==> config.mk <==
export PLATFORM = sky130hd
export DESIGN_NAME = sync_fifo_cfg
export DESIGN_NICKNAME = d
export VERILOG_FILES = /design/src/rtl/sync_fifo_cfg.sv
export SDC_FILE = /design/constraint.sdc
export NUM_CORES = 1
export LEC_CHECK = 0
export ABC_CLOCK_PERIOD_IN_PS = 3750
export CAP_MARGIN = 20
export CORE_ASPECT_RATIO = 1.4
export CORE_MARGIN = 5
export CORE_UTILIZATION = 30
export DETAILED_ROUTE_END_ITERATION = 12
export PLACE_DENSITY = 0.42
export SYNTH_ARGS = -nofsm -noshare
export SYNTH_HDL_FRONTEND = slang
export SYNTH_SLANG_ARGS = --single-unit
==> constraint.sdc <==
create_clock -name clk -period 3.75 [get_ports clk]
set_input_delay 0.5625 -clock clk [delete_from_list [all_inputs] [get_ports clk]]
set_output_delay 0.5625 -clock clk [all_outputs]
set_load 0.005 [all_outputs]
==> src/rtl/sync_fifo_cfg.sv <==
// sync_fifo_cfg: single-clock FIFO with occupancy count, programmable
// almost-full/almost-empty thresholds, synchronous flush, sticky
// overflow/underflow and a choice of registered or first-word-fall-through read.
module sync_fifo_cfg #(
  parameter int DSIZE    = 8,
  parameter int ASIZE    = 4,
  parameter int FWFT     = 0,
  parameter int AF_LEVEL = (1 << ASIZE) - 2,
  parameter int AE_LEVEL = 2
) (
  input  logic             clk,
  input  logic             rst,
  input  logic             clr,
  input  logic [DSIZE-1:0] wdata,
  input  logic             winc,
  input  logic             rinc,
  output logic [DSIZE-1:0] rdata,
  output logic             rvalid,
  output logic             wfull,
  output logic             rempty,
  output logic             walmost_full,
  output logic             ralmost_empty,
  output logic [ASIZE:0]   count,
  output logic             overflow,
  output logic             underflow
);

  localparam int             DEPTH   = 1 << ASIZE;
  localparam logic [ASIZE:0] DEPTH_C = (ASIZE+1)'(DEPTH);
  localparam logic [ASIZE:0] AF_C    = (ASIZE+1)'(AF_LEVEL);
  localparam logic [ASIZE:0] AE_C    = (ASIZE+1)'(AE_LEVEL);
  localparam logic [ASIZE:0] ONE_C   = (ASIZE+1)'(1);

  // Threshold sanity: reject levels that could never (or always) fire.
  generate
    if (AF_LEVEL < 1 || AF_LEVEL > DEPTH) begin : g_bad_af
      $error("sync_fifo_cfg: AF_LEVEL %0d outside 1..%0d", AF_LEVEL, DEPTH);
    end
    if (AE_LEVEL < 0 || AE_LEVEL > DEPTH - 1) begin : g_bad_ae
      $error("sync_fifo_cfg: AE_LEVEL %0d outside 0..%0d", AE_LEVEL, DEPTH - 1);
    end
  endgenerate

  // Per-edge request decision; flush wins over both requests.
  typedef struct packed {
    logic wr_ok;
    logic rd_ok;
    logic wr_rej;
    logic rd_rej;
  } acc_t;

  logic [DSIZE-1:0] mem [DEPTH];
  logic [ASIZE-1:0] wptr, rptr;
  logic [ASIZE:0]   cnt_nxt;
  acc_t             acc;

  // Accept/reject on the flags as they stand before the edge.
  always_comb begin
    acc        = '0;
    acc.wr_ok  = winc & ~wfull  & ~clr;
    acc.rd_ok  = rinc & ~rempty & ~clr;
    acc.wr_rej = winc &  wfull  & ~clr;
    acc.rd_rej = rinc &  rempty & ~clr;
  end

  // Next occupancy; simultaneous accepted read and write cancel out.
  always_comb begin
    cnt_nxt = count;
    if (clr)
      cnt_nxt = '0;
    else if (acc.wr_ok && !acc.rd_ok)
      cnt_nxt = count + ONE_C;
    else if (acc.rd_ok && !acc.wr_ok)
      cnt_nxt = count - ONE_C;
  end

  // Pointers, occupancy, flags (from next count) and sticky error bits.
  always_ff @(posedge clk or posedge rst) begin
    if (rst) begin
      wptr          <= '0;
      rptr          <= '0;
      count         <= '0;
      wfull         <= 1'b0;
      rempty        <= 1'b1;
      walmost_full  <= 1'b0;
      ralmost_empty <= 1'b1;
      overflow      <= 1'b0;
      underflow     <= 1'b0;
    end else begin
      count         <= cnt_nxt;
      wfull         <= (cnt_nxt == DEPTH_C);
      rempty        <= (cnt_nxt == '0);
      walmost_full  <= (cnt_nxt >= AF_C);
      ralmost_empty <= (cnt_nxt <= AE_C);
      if (clr) begin
        wptr      <= '0;
        rptr      <= '0;
        overflow  <= 1'b0;
        underflow <= 1'b0;
      end else begin
        if (acc.wr_ok)  wptr      <= wptr + ASIZE'(1);
        if (acc.rd_ok)  rptr      <= rptr + ASIZE'(1);
        if (acc.wr_rej) overflow  <= 1'b1;
        if (acc.rd_rej) underflow <= 1'b1;
      end
    end
  end

  // Storage array; deliberately never reset or flushed.
  always_ff @(posedge clk) begin
    if (acc.wr_ok) mem[wptr] <= wdata;
  end

  generate
    if (FWFT != 0) begin : g_fwft
      // Head word is always presented; valid whenever anything is stored.
      assign rdata  = mem[rptr];
      assign rvalid = ~rempty;
    end else begin : g_std
      // Registered read: data lands one cycle after the accepted pop and holds.
      always_ff @(posedge clk or posedge rst) begin
        if (rst) begin
          rdata  <= '0;
          rvalid <= 1'b0;
        end else begin
          rvalid <= acc.rd_ok;
          if (acc.rd_ok) rdata <= mem[rptr];
        end
      end
    end
  endgenerate

endmodule

==> reports/results.tsv, run 1 <==
metric	value	unit
drv_slew	0	
fp.dieH	181	um
clk_path_buf_depth	2	
dr.first_iter.drc_count	146	
max_stage_delay	0.66	ns
cts_tree	yes	
combPwrFrac	16.7	%
p_leak	2.53	nW
whs_path_depth	2	
clk_pin_slew	0.07	ns
synth_cells	338	
vdd_ir_drop_max	294	uV
crit_fanout	12	
dpl_cell_area	7000	um^2
cts_resized	0	
die-area	23900	um^2
num_vias	3234	
ys_ff_latch	156	
endpoint_kind	flip-flop	
cp_cell_sequence	clkdlybuf4s50_1 -> or4_4 -> o31ai_4 -> mux2i_1 -> and4bb_1	
row_count	62	
pwr-share-clk	38.0	%
p_int	3.41	mW
routed_wl	14.1	mm
drive_gt1_share	23.8	%
clk_latency	0.42	ns
globalRouteTotalUtil	12.1	%
min_delay_worst_endpoint	underflow$_DFFE_PP0P_	
core	20600	um^2
reg2reg_to	rdata[4]$_DFFE_PP0P_	
final_cells	664	
antenna_found_initial	0	
drc	0	
grt_pass1_wl	21.3	mm
rsz0062_at_grt	no	
ant_nets	0	
power_switching	1.21	mW
wire_per_inst	21.2	um
syn_area_per_cell	18.5	um^2
area_growth	21.7	%
power_density	605	nW/um^2
io_pins	33	
max_cap_violations	0	
dp_cells	631	
fillers	1865	
clkSinkCount	156	
cts_buffers	17	
setup_viol	0	
io_buffers	32	
hold_slack	0.503	ns
max_clock_freq	413	MHz
nNetsFinal	415	
r2r_setup_slack	1.65	ns
dr.pass1.iters	4	
critPathKind	primary input to flip-flop	
finClkSkew	0.0153	ns
gp_congestion	0.747	
cts_setup_buffers	0	
grt_max_degree	36	
grt_pass1_vias	3370	
crit_path_start_kind	primary input	
synth_cell_type_count	38	
netlist_area	6260	um^2
holdBufCountCts	0	
relSlewSlack	49.0	%
final-seq-area	4550	um^2
worst_slew_pin_slew	0.763	ns
num_antenna_cells	0	
hold_start	underflow$_DFFE_PP0P_	
yosys_warnings	0	
multi_input_area	1630	um^2
tns	0	ns
seq_power_share	45.3	%
cpMaxStageDelayCell	or4_4	
reg2reg_depth	4	
post-route-period-util	64.5	%
yosysSeqAreaShare	72.6	%
grt.overflow.total	0	
hp-class	flip-flop to flip-flop	
syn_nets	358	
r2r-start	rptr[0]$_DFFE_PP0P_	
period_needed	2.42	ns
final_cell_area	7630	um^2
post-synth-top-area-cell	edfxtp_1	
required	4.05	ns
hold_violations	0	
status	finished, final reports clean	
dp_hpwl	9.52	mm
viasPerCell	4.87	
start_util	30.5	%
synth_area_leaders	edfxtp_1 61%, mux4_2 12%, dfrtp_1 10%	
die_w	132	um
report.power.total	4.62	mW
cp.arrival	2.72	ns
yosysTopAreaCellShare	61.4	%
htreeDepth	4	
swShare	26.2	%
root_buffer	clkbuf_16	
[cell families after synthesis]
kind of cell	count (synthesis)	share of synthesized area (%)
flip-flops	156	72.6
AND/OR/NAND/NOR	70	5.67
multiplexers	50	14.4
AO/OA/AOI/OAI	24	3.20
buffers and inverters	22	1.44
XOR/XNOR	8	1.12
adder cells (fa/ha/maj)	8	1.56
[cell usage in the layout (no fill, tap or decap), types with 2 or more instances in the layout]
cell | Yosys | layout
dfstp_2 | 2 | 2
nand4_1 | 4 | 4
inv_6 | 0 | 5
nor2b_1 | 2 | 2
bufinv_16 | 0 | 2
nand2b_1 | 5 | 5
o311ai_0 | 2 | 2
clkbuf_16 | 0 | 17
dfrtp_1 | 26 | 25
xnor2_1 | 4 | 4
inv_1 | 6 | 6
or3_1 | 3 | 3
mux4_2 | 32 | 32
a21oi_1 | 6 | 6
xor2_1 | 4 | 4
nand2_1 | 19 | 19
clkinv_4 | 0 | 2
edfxtp_1 | 128 | 128
mux2i_1 | 17 | 17
inv_8 | 0 | 4
nor2_1 | 26 | 26
a21o_1 | 2 | 2
nand3_1 | 4 | 4
ha_1 | 7 | 7
o221ai_1 | 8 | 8
clkdlybuf4s50_1 | 0 | 32
buf_4 | 0 | 21
[through the flow]
step | worst slack, ns | util, %
floorplan | 1.71 | -
global placement | 0.870 | 34.0
detailed placement | 0.921 | 34.0
CTS | 1.36 | 37.0
global route | 1.25 | 37.1
finish | 1.33 | 37.1
[final cells by class]
| type | instances | share of cell area [%] |
|---|---|---|
| clock buffers | 17 | 5.58 |
| clock inverters | 15 | 2.33 |
| inverters | 6 | 0.295 |
| multi-input cells | 160 | 21.3 |
| flip-flops and latches | 156 | 59.6 |
| well taps | 256 | 4.20 |
| repair buffers | 54 | 6.63 |
[state kept, by name, summed over array words and instances, names as in the netlist, 4 cells and up]
register,cells
mem,128
wptr,4
rdata,8
count,5
rptr,4
[cell usage after synthesis]
cell	count
edfxtp_1	128
mux4_2	32
dfrtp_1	26
nor2_1	26
nand2_1	19
mux2i_1	17
clkbuf_1	8
o221ai_1	8
ha_1	7
a21oi_1	6
buf_2	6
inv_1	6
nand2b_1	5
nand3_1	4
nand4_1	4
xnor2_1	4
xor2_1	4
or3_1	3
a21o_1	2
buf_1	2
dfstp_2	2
nor2b_1	2
o311ai_0	2
a2111oi_2	1
a221oi_1	1
a31o_2	1
and4bb_1	1
maj3_1	1
mux2i_2	1
nand2b_4	1
nand3b_1	1
nor4b_2	1
nor4bb_1	1
o21ai_0	1
o21ai_2	1
o31ai_4	1
or3b_2	1
or4_4	1
[critical path, delay by kind of cell]
kind	cells	cell delay [ns]
AOI/OAI and AO/OA	1	0.19
and+or+nand+nor	2	0.89
buffers and inverters	1	0.63
muxes	1	0.44
[metal layers]
metal / GRT usage [%] / wire length [um]
met1: 15.4 / 6100
met2: 20.1 / 7270
met3: 2.67 / 481
met4: 4.65 / 225
met5: 0 / 0
[power by group through the flow]
stage               Clock, mW  Sequential [mW]  Combinational, mW
finish                   1.75             2.09              0.771
global route             1.88             2.11              0.844
CTS                      1.80             2.10              0.796
detailed placement          0             2.13              0.793
global placement            0             2.13              0.787
floorplan                   0             2.09              0.457
[how the worst max path moves through the flow]
stage | depth (start not counted) | from | endpoint | slack (ns)
3_3_place_gp | 3 | clr | mem[6][5]$_DFFE_PP_ | 0.87
3_5_place_dp | 5 | clr | wfull$_DFF_PP0_ | 0.92
4_1_cts | 5 | clr | wfull$_DFF_PP0_ | 1.36
6_report | 5 | clr | wfull$_DFF_PP0_ | 1.33
2_1_floorplan | 5 | rinc | wfull$_DFF_PP0_ | 1.71
5_1_grt | 5 | clr | wfull$_DFF_PP0_ | 1.25
Power figures use the tool's default switching activity.
==> run 2, diff against run 1 <==
- ABC_CLOCK_PERIOD_IN_PS: 3750 -> 2500
- clock period: 3.75 -> 2.5 ns (I/O delays scaled with it)
==> reports/results.tsv, run 2 (synthesis results as in run 1) <==
metric	value	unit	change
relSlewSlack	57.1	%	+8.2 points
grt.busiest_layer	met2		
hold_violations	0		unchanged
cpMaxStageDelayCell	dfrtp_1		
io_pins	33		unchanged
final_cell_mix	128 x edfxtp_1, 32 x mux4_2, 32 x clkdlybuf4s50_1, 27 x buf_4, 26 x nor2_1		
reg2reg_to	rempty$_DFF_PP1_		
clk_path_buf_depth	2		unchanged
report.power.total	6.85	mW	+48%
fp.dieH	181	um	unchanged
area_growth	22.6	%	
cts_buffers	17		unchanged
routed_wl	14.4	mm	+2.4%
fillers	1866		+0.054%
htreeDepth	4		unchanged
seq_power_share	45.8	%	+0.5 points
setup_viol	0		unchanged
power_density	892	nW/um^2	+47%
wire_per_inst	21.5	um	+1.2%
drc	0		unchanged
hold_slack	0.339	ns	-0.164 ns
cp_cell_sequence	inv_1 -> ha_1 -> or3_1 -> o311ai_0 -> a21o_1 -> nor4b_2		
grt_max_degree	36		unchanged
swShare	26.3	%	+0.12 points
endpoint_kind	flip-flop		
power_switching	1.80	mW	+49%
clkSinkCount	156		unchanged
p_int	5.05	mW	+48%
final_common_cell	edfxtp_1		
cts_setup_buffers	0		unchanged
cts_tree	yes		
final_cells	672		+1.2%
dr.pass1.iters	4		unchanged
critPathKind	flip-flop to flip-flop		
drive_gt1_share	25.5	%	+1.7 points
crit_path_start_kind	flip-flop		
pwr-share-clk	36.7	%	-1.3 points
crit_fanout	8		-4
grt_pass1_vias	3581		+6.3%
cp.arrival	2.32	ns	-0.40 ns
die_w	132	um	unchanged
grtUsageMet1	14.2	%	-1.2 points
holdBufCountCts	0		unchanged
num_antenna_cells	0		unchanged
period_needed	1.99	ns	
vdd_ir_drop_max	446	uV	+52%
io_buffers	32		unchanged
cts_resized	0		unchanged
clk_latency	0.43	ns	about the same
grt.overflow.total	0		unchanged
worst_slew_pin_slew	0.641	ns	-0.122 ns
rsz0062_at_grt	no		
nNetsFinal	423		+1.9%
r2r_setup_slack	0.51	ns	-1.14 ns
core	20600	um^2	unchanged
reg.largest.list	mem x128, rdata x8, count x5		
gp_congestion	0.746		-0.12%
met2_usage	22.0	%	+1.9 points
required	2.83	ns	-1.22 ns
dp_hpwl	9.48	mm	-0.46%
num_vias	3257		+0.71%
ant_nets	0		unchanged
r2r-start	count[0]$_DFF_PP0_		
row_count	62		unchanged
die-area	23900	um^2	unchanged
max_cap_violations	0		unchanged
regMostFlops	mem		
max_clock_freq	503	MHz	
antenna_found_initial	0		unchanged
root_buffer	clkbuf_16		
viasPerCell	4.85		-0.49%
status	finished, final reports clean		
largest_reg_flops	128		unchanged
reg2reg_depth	6		+2
start_util	30.5	%	unchanged
grtUsageMet3	3.14	%	+0.47 points
hp-class	primary input to asynchronous set/reset pin		
grt_pass1_wl	22.0	mm	+3.1%
p_leak	2.56	nW	+1.0%
combPwrFrac	17.5	%	+0.8 points
dr.first_iter.drc_count	157		+7.5%
globalRouteTotalUtil	12.5	%	+0.41 points
tns	0	ns	unchanged
drv_slew	0		unchanged
clk_pin_slew	0.06	ns	about the same
dp_cells	640		+1.4%
post-route-period-util	79.6	%	
finClkSkew	0.00704	ns	-0.00830 ns
max_stage_delay	0.52	ns	-0.14 ns
[run 2: changes by cell type in the layout (fill, tap and decap cells not counted), moves of 2 or more]
cell        change
clkinvlp_4      +2
inv_8           -3
buf_12          +3
buf_4           +6
[run 2: final cells by class]
| cell class | instances | area (um^2) | area share (%) |
|---|---|---|---|
| sequential | 156 | 4550 | 59.2 |
| multi-input combinational | 160 | 1630 | 21.2 |
| timing repair buffer | 62 | 583 | 7.59 |
| clock buffer | 17 | 425 | 5.54 |
| tap | 256 | 320 | 4.17 |
| clock inverter | 15 | 155 | 2.02 |
| inverter | 6 | 22.5 | 0.293 |
[run 2: worst max-delay path: cells and delay by family (launching register included)]
kind / cells / cell delay [ns]
flip-flops: 1 / 0.52
adder cells (fa/ha/maj): 1 / 0.36
AO/OA/AOI/OAI: 2 / 0.30
AND/OR/NAND/NOR: 2 / 0.58
buffers and inverters: 1 / 0.14
[run 2: worst max path at each step]
| stage | start | end | slack (ns) | cells after the start |
|---|---|---|---|---|
| CTS | rptr[0]$_DFFE_PP0P_ | rdata[5]$_DFFE_PP0P_ | 0.44 | 4 |
| global placement | rinc | wfull$_DFF_PP0_ | 0.15 | 7 |
| finish | count[0]$_DFF_PP0_ | rempty$_DFF_PP1_ | 0.51 | 6 |
| global route | count[0]$_DFF_PP0_ | rempty$_DFF_PP1_ | 0.37 | 6 |
| floorplan | rempty$_DFF_PP1_ | wfull$_DFF_PP0_ | 0.57 | 5 |
| detailed placement | rinc | wfull$_DFF_PP0_ | 0.12 | 7 |
[run 2: layer usage]
| layer | share of wire, % | vias to the layer above | wire (um) |
|---|---|---|---|
| li1 | - | 1465 | - |
| met1 | 39 | 1708 | 5580 |
| met2 | 55 | 64 | 7880 |
| met3 | 3.8 | 20 | 553 |
| met4 | 2.8 | 0 | 403 |
| met5 | 0 | - | 0 |
[run 2: power by group through the flow]
stage,combinational [mW],sequential [mW],clock (mW)
after detailed placement,1.23,3.20,0
final,1.20,3.14,2.51
after global placement,1.22,3.19,0
after CTS,1.24,3.15,2.58
after floorplan,0.685,3.13,0
after global routing,1.31,3.16,2.68
[run 2: through the flow]
stage               util [%]  setup slack [ns]  area, um^2
floorplan                  -             0.566        6260
global placement        34.5             0.145        7100
detailed placement      34.5             0.123        7100
CTS                     37.4             0.443        7680
global route            37.4             0.365        7680
finish                  37.4             0.510        7680
==> run 3, diff against run 2 <==
- ABC_CLOCK_PERIOD_IN_PS: 2500 -> 1820
- PLACE_DENSITY: 0.42 -> 0.43
- clock period: 2.5 -> 1.82 ns (I/O delays scaled with it)
==> reports/results.tsv, run 3 (synthesis results as in run 1) <==
metric	value	unit	change
status	finished, violations left		
violations	negative setup slack		
num_vias	3325		+2.1%
fin_ws	-0.0322	ns	-0.542 ns
num_antenna_cells	0		unchanged
grt_max_degree	36		unchanged
max_clock_freq	540	MHz	+7.4%
grt_pass1_wl	22.2	mm	+1.3%
final_cell_mix	128 x edfxtp_1, 44 x buf_4, 32 x mux4_2, 31 x clkdlybuf4s50_1		
area_growth	26.2	%	
final_common_cell	edfxtp_1		
row_count	62		unchanged
clkSinkCount	156		unchanged
viasPerCell	4.81		-0.72%
dr.pass1.iters	4		unchanged
hold_slack	0.244	ns	-0.0956 ns
endpoint_kind	flip-flop		
worst_slew_pin_slew	0.593	ns	-0.0478 ns
finClkSkew	0.00725	ns	+0.000214 ns
cts_buffers	17		unchanged
fin_util	38.4	%	+1.1 points
root_buffer	clkbuf_16		
cts_tree	yes		
reg.largest.list	mem x128, rdata x8, count x5		
start_util	30.5	%	unchanged
p_leak	2.69	nW	+5.0%
drc	0		unchanged
grt_pass1_vias	3571		-0.28%
largest_reg_flops	128		unchanged
dp_hpwl	9.46	mm	-0.26%
die_w	132	um	unchanged
crit_path_start_kind	flip-flop		
nNetsFinal	442		+4.5%
rsz0062_at_grt	yes		
dr.first_iter.drc_count	191		+22%
power_density	1220	nW/um^2	+37%
vdd_ir_drop_max	755	uV	+69%
gp_congestion	0.755		+1.1%
max_cap_violations	0		unchanged
dp_slack	-0.465	ns	-0.588 ns
tns	-0.0715	ns	-0.0715 ns
io_buffers	32		unchanged
required	2.13	ns	-0.70 ns
final_cells	691		+2.8%
antenna_found_initial	0		unchanged
die-area	23900	um^2	unchanged
fp.dieH	181	um	unchanged
ant_nets	0		unchanged
cp.arrival	2.16	ns	-0.16 ns
hp-class	primary input to asynchronous set/reset pin		
relSlewSlack	60.3	%	+3.2 points
htreeDepth	4		unchanged
core	20600	um^2	unchanged
grt.overflow.total	0		unchanged
dp_cells	658		+2.8%
crit_fanout	4		-4
regMostFlops	mem		
setup_viol	3		+3
period_needed	1.85	ns	-0.138 ns
fillers	1871		+0.27%
holdBufCountCts	0		unchanged
globalRouteTotalUtil	12.6	%	+0.10 points
io_pins	33		unchanged
post-route-period-util	102	%	+22 points
clk_latency	0.42	ns	about the same
hold_violations	0		unchanged
critPathKind	flip-flop to flip-flop		
drv_slew	0		unchanged
drive_gt1_share	29.9	%	+4.4 points
routed_wl	14.5	mm	+0.24%
clk_path_buf_depth	2		unchanged
wire_per_inst	20.9	um	-2.5%
clk_pin_slew	0.06	ns	about the same
[run 3: cell types whose count changed in the layout (fill, tap and decap cells not counted), sizes merged]
cell and delta:
buf +19, bufinv +1, clkdlybuf4s50 -1, clkinv +1, clkinvlp -1, dlygate4sd2 +1
inv -1
[run 3: area by class of cell]
class | count | area, um^2 | share of cell area (%)
Multi-Input combinational cell | 160 | 1680 | 21.2
Clock buffer | 17 | 425 | 5.38
Tap cell | 256 | 320 | 4.05
Clock inverter | 15 | 160 | 2.03
Timing Repair Buffer | 81 | 749 | 9.48
Inverter | 6 | 22.5 | 0.285
Sequential cell | 156 | 4550 | 57.5
[run 3: metrics by stage]
step	area, um^2	total power [mW]
2_1_floorplan	6270	5.24
3_3_place_gp	7270	6.22
3_5_place_dp	7270	6.22
4_1_cts	7860	9.75
5_1_grt	7900	10.1
6_report	7900	9.66
[run 3: power breakdown]
part / total (mW) / switching (mW) / leakage, nW / internal [mW]
logic: 1.91 / 0.847 / 0.888 / 1.06
clock network: 3.51 / 1.47 / 0.282 / 2.04
registers: 4.24 / 0.158 / 1.52 / 4.08
total: 9.66 / 2.47 / 2.69 / 7.19
[run 3: final timing paths]
check	start	endpoint	slack [ns]	cells past startpoint
worst max-delay path	rempty$_DFF_PP1_	wfull$_DFF_PP0_	-0.03	5
worst max register to register	rempty$_DFF_PP1_	wfull$_DFF_PP0_	-0.03	5
min in group clk	underflow$_DFFE_PP0P_	underflow$_DFFE_PP0P_	0.50	2
worst min-delay path	rst	rptr[3]$_DFFE_PP0P_	0.24	3
worst min register to register	underflow$_DFFE_PP0P_	underflow$_DFFE_PP0P_	0.50	2
max in group asynchronous	rst	rempty$_DFF_PP1_	1.25	3
[run 3: worst max-delay path, stage by stage (launching register included)]
cell and delay [ns]:
dfstp_2 0.37, nand2b_4 0.14, or4_4 0.51, o31ai_4 0.20, mux2i_2 0.31, and4bb_1 0.21
[run 3: timing repair]
action / in CTS / in global routing
gates resized for setup: 3 / 7
pin swaps: 1 / 1
buffers inserted: 0 / 1
endpoints found under the setup margin: 6 / 39
[run 3: metal layers]
| metal | up-vias | part of all wire (%) | track usage (%) |
|---|---|---|---|
| met5 | - | 0 | 0 |
| met4 | 0 | 1.5 | 4.24 |
| met3 | 12 | 4.0 | 2.92 |
| met2 | 76 | 54 | 22.2 |
| met1 | 1729 | 40 | 15.1 |
| li1 | 1508 | - | - |
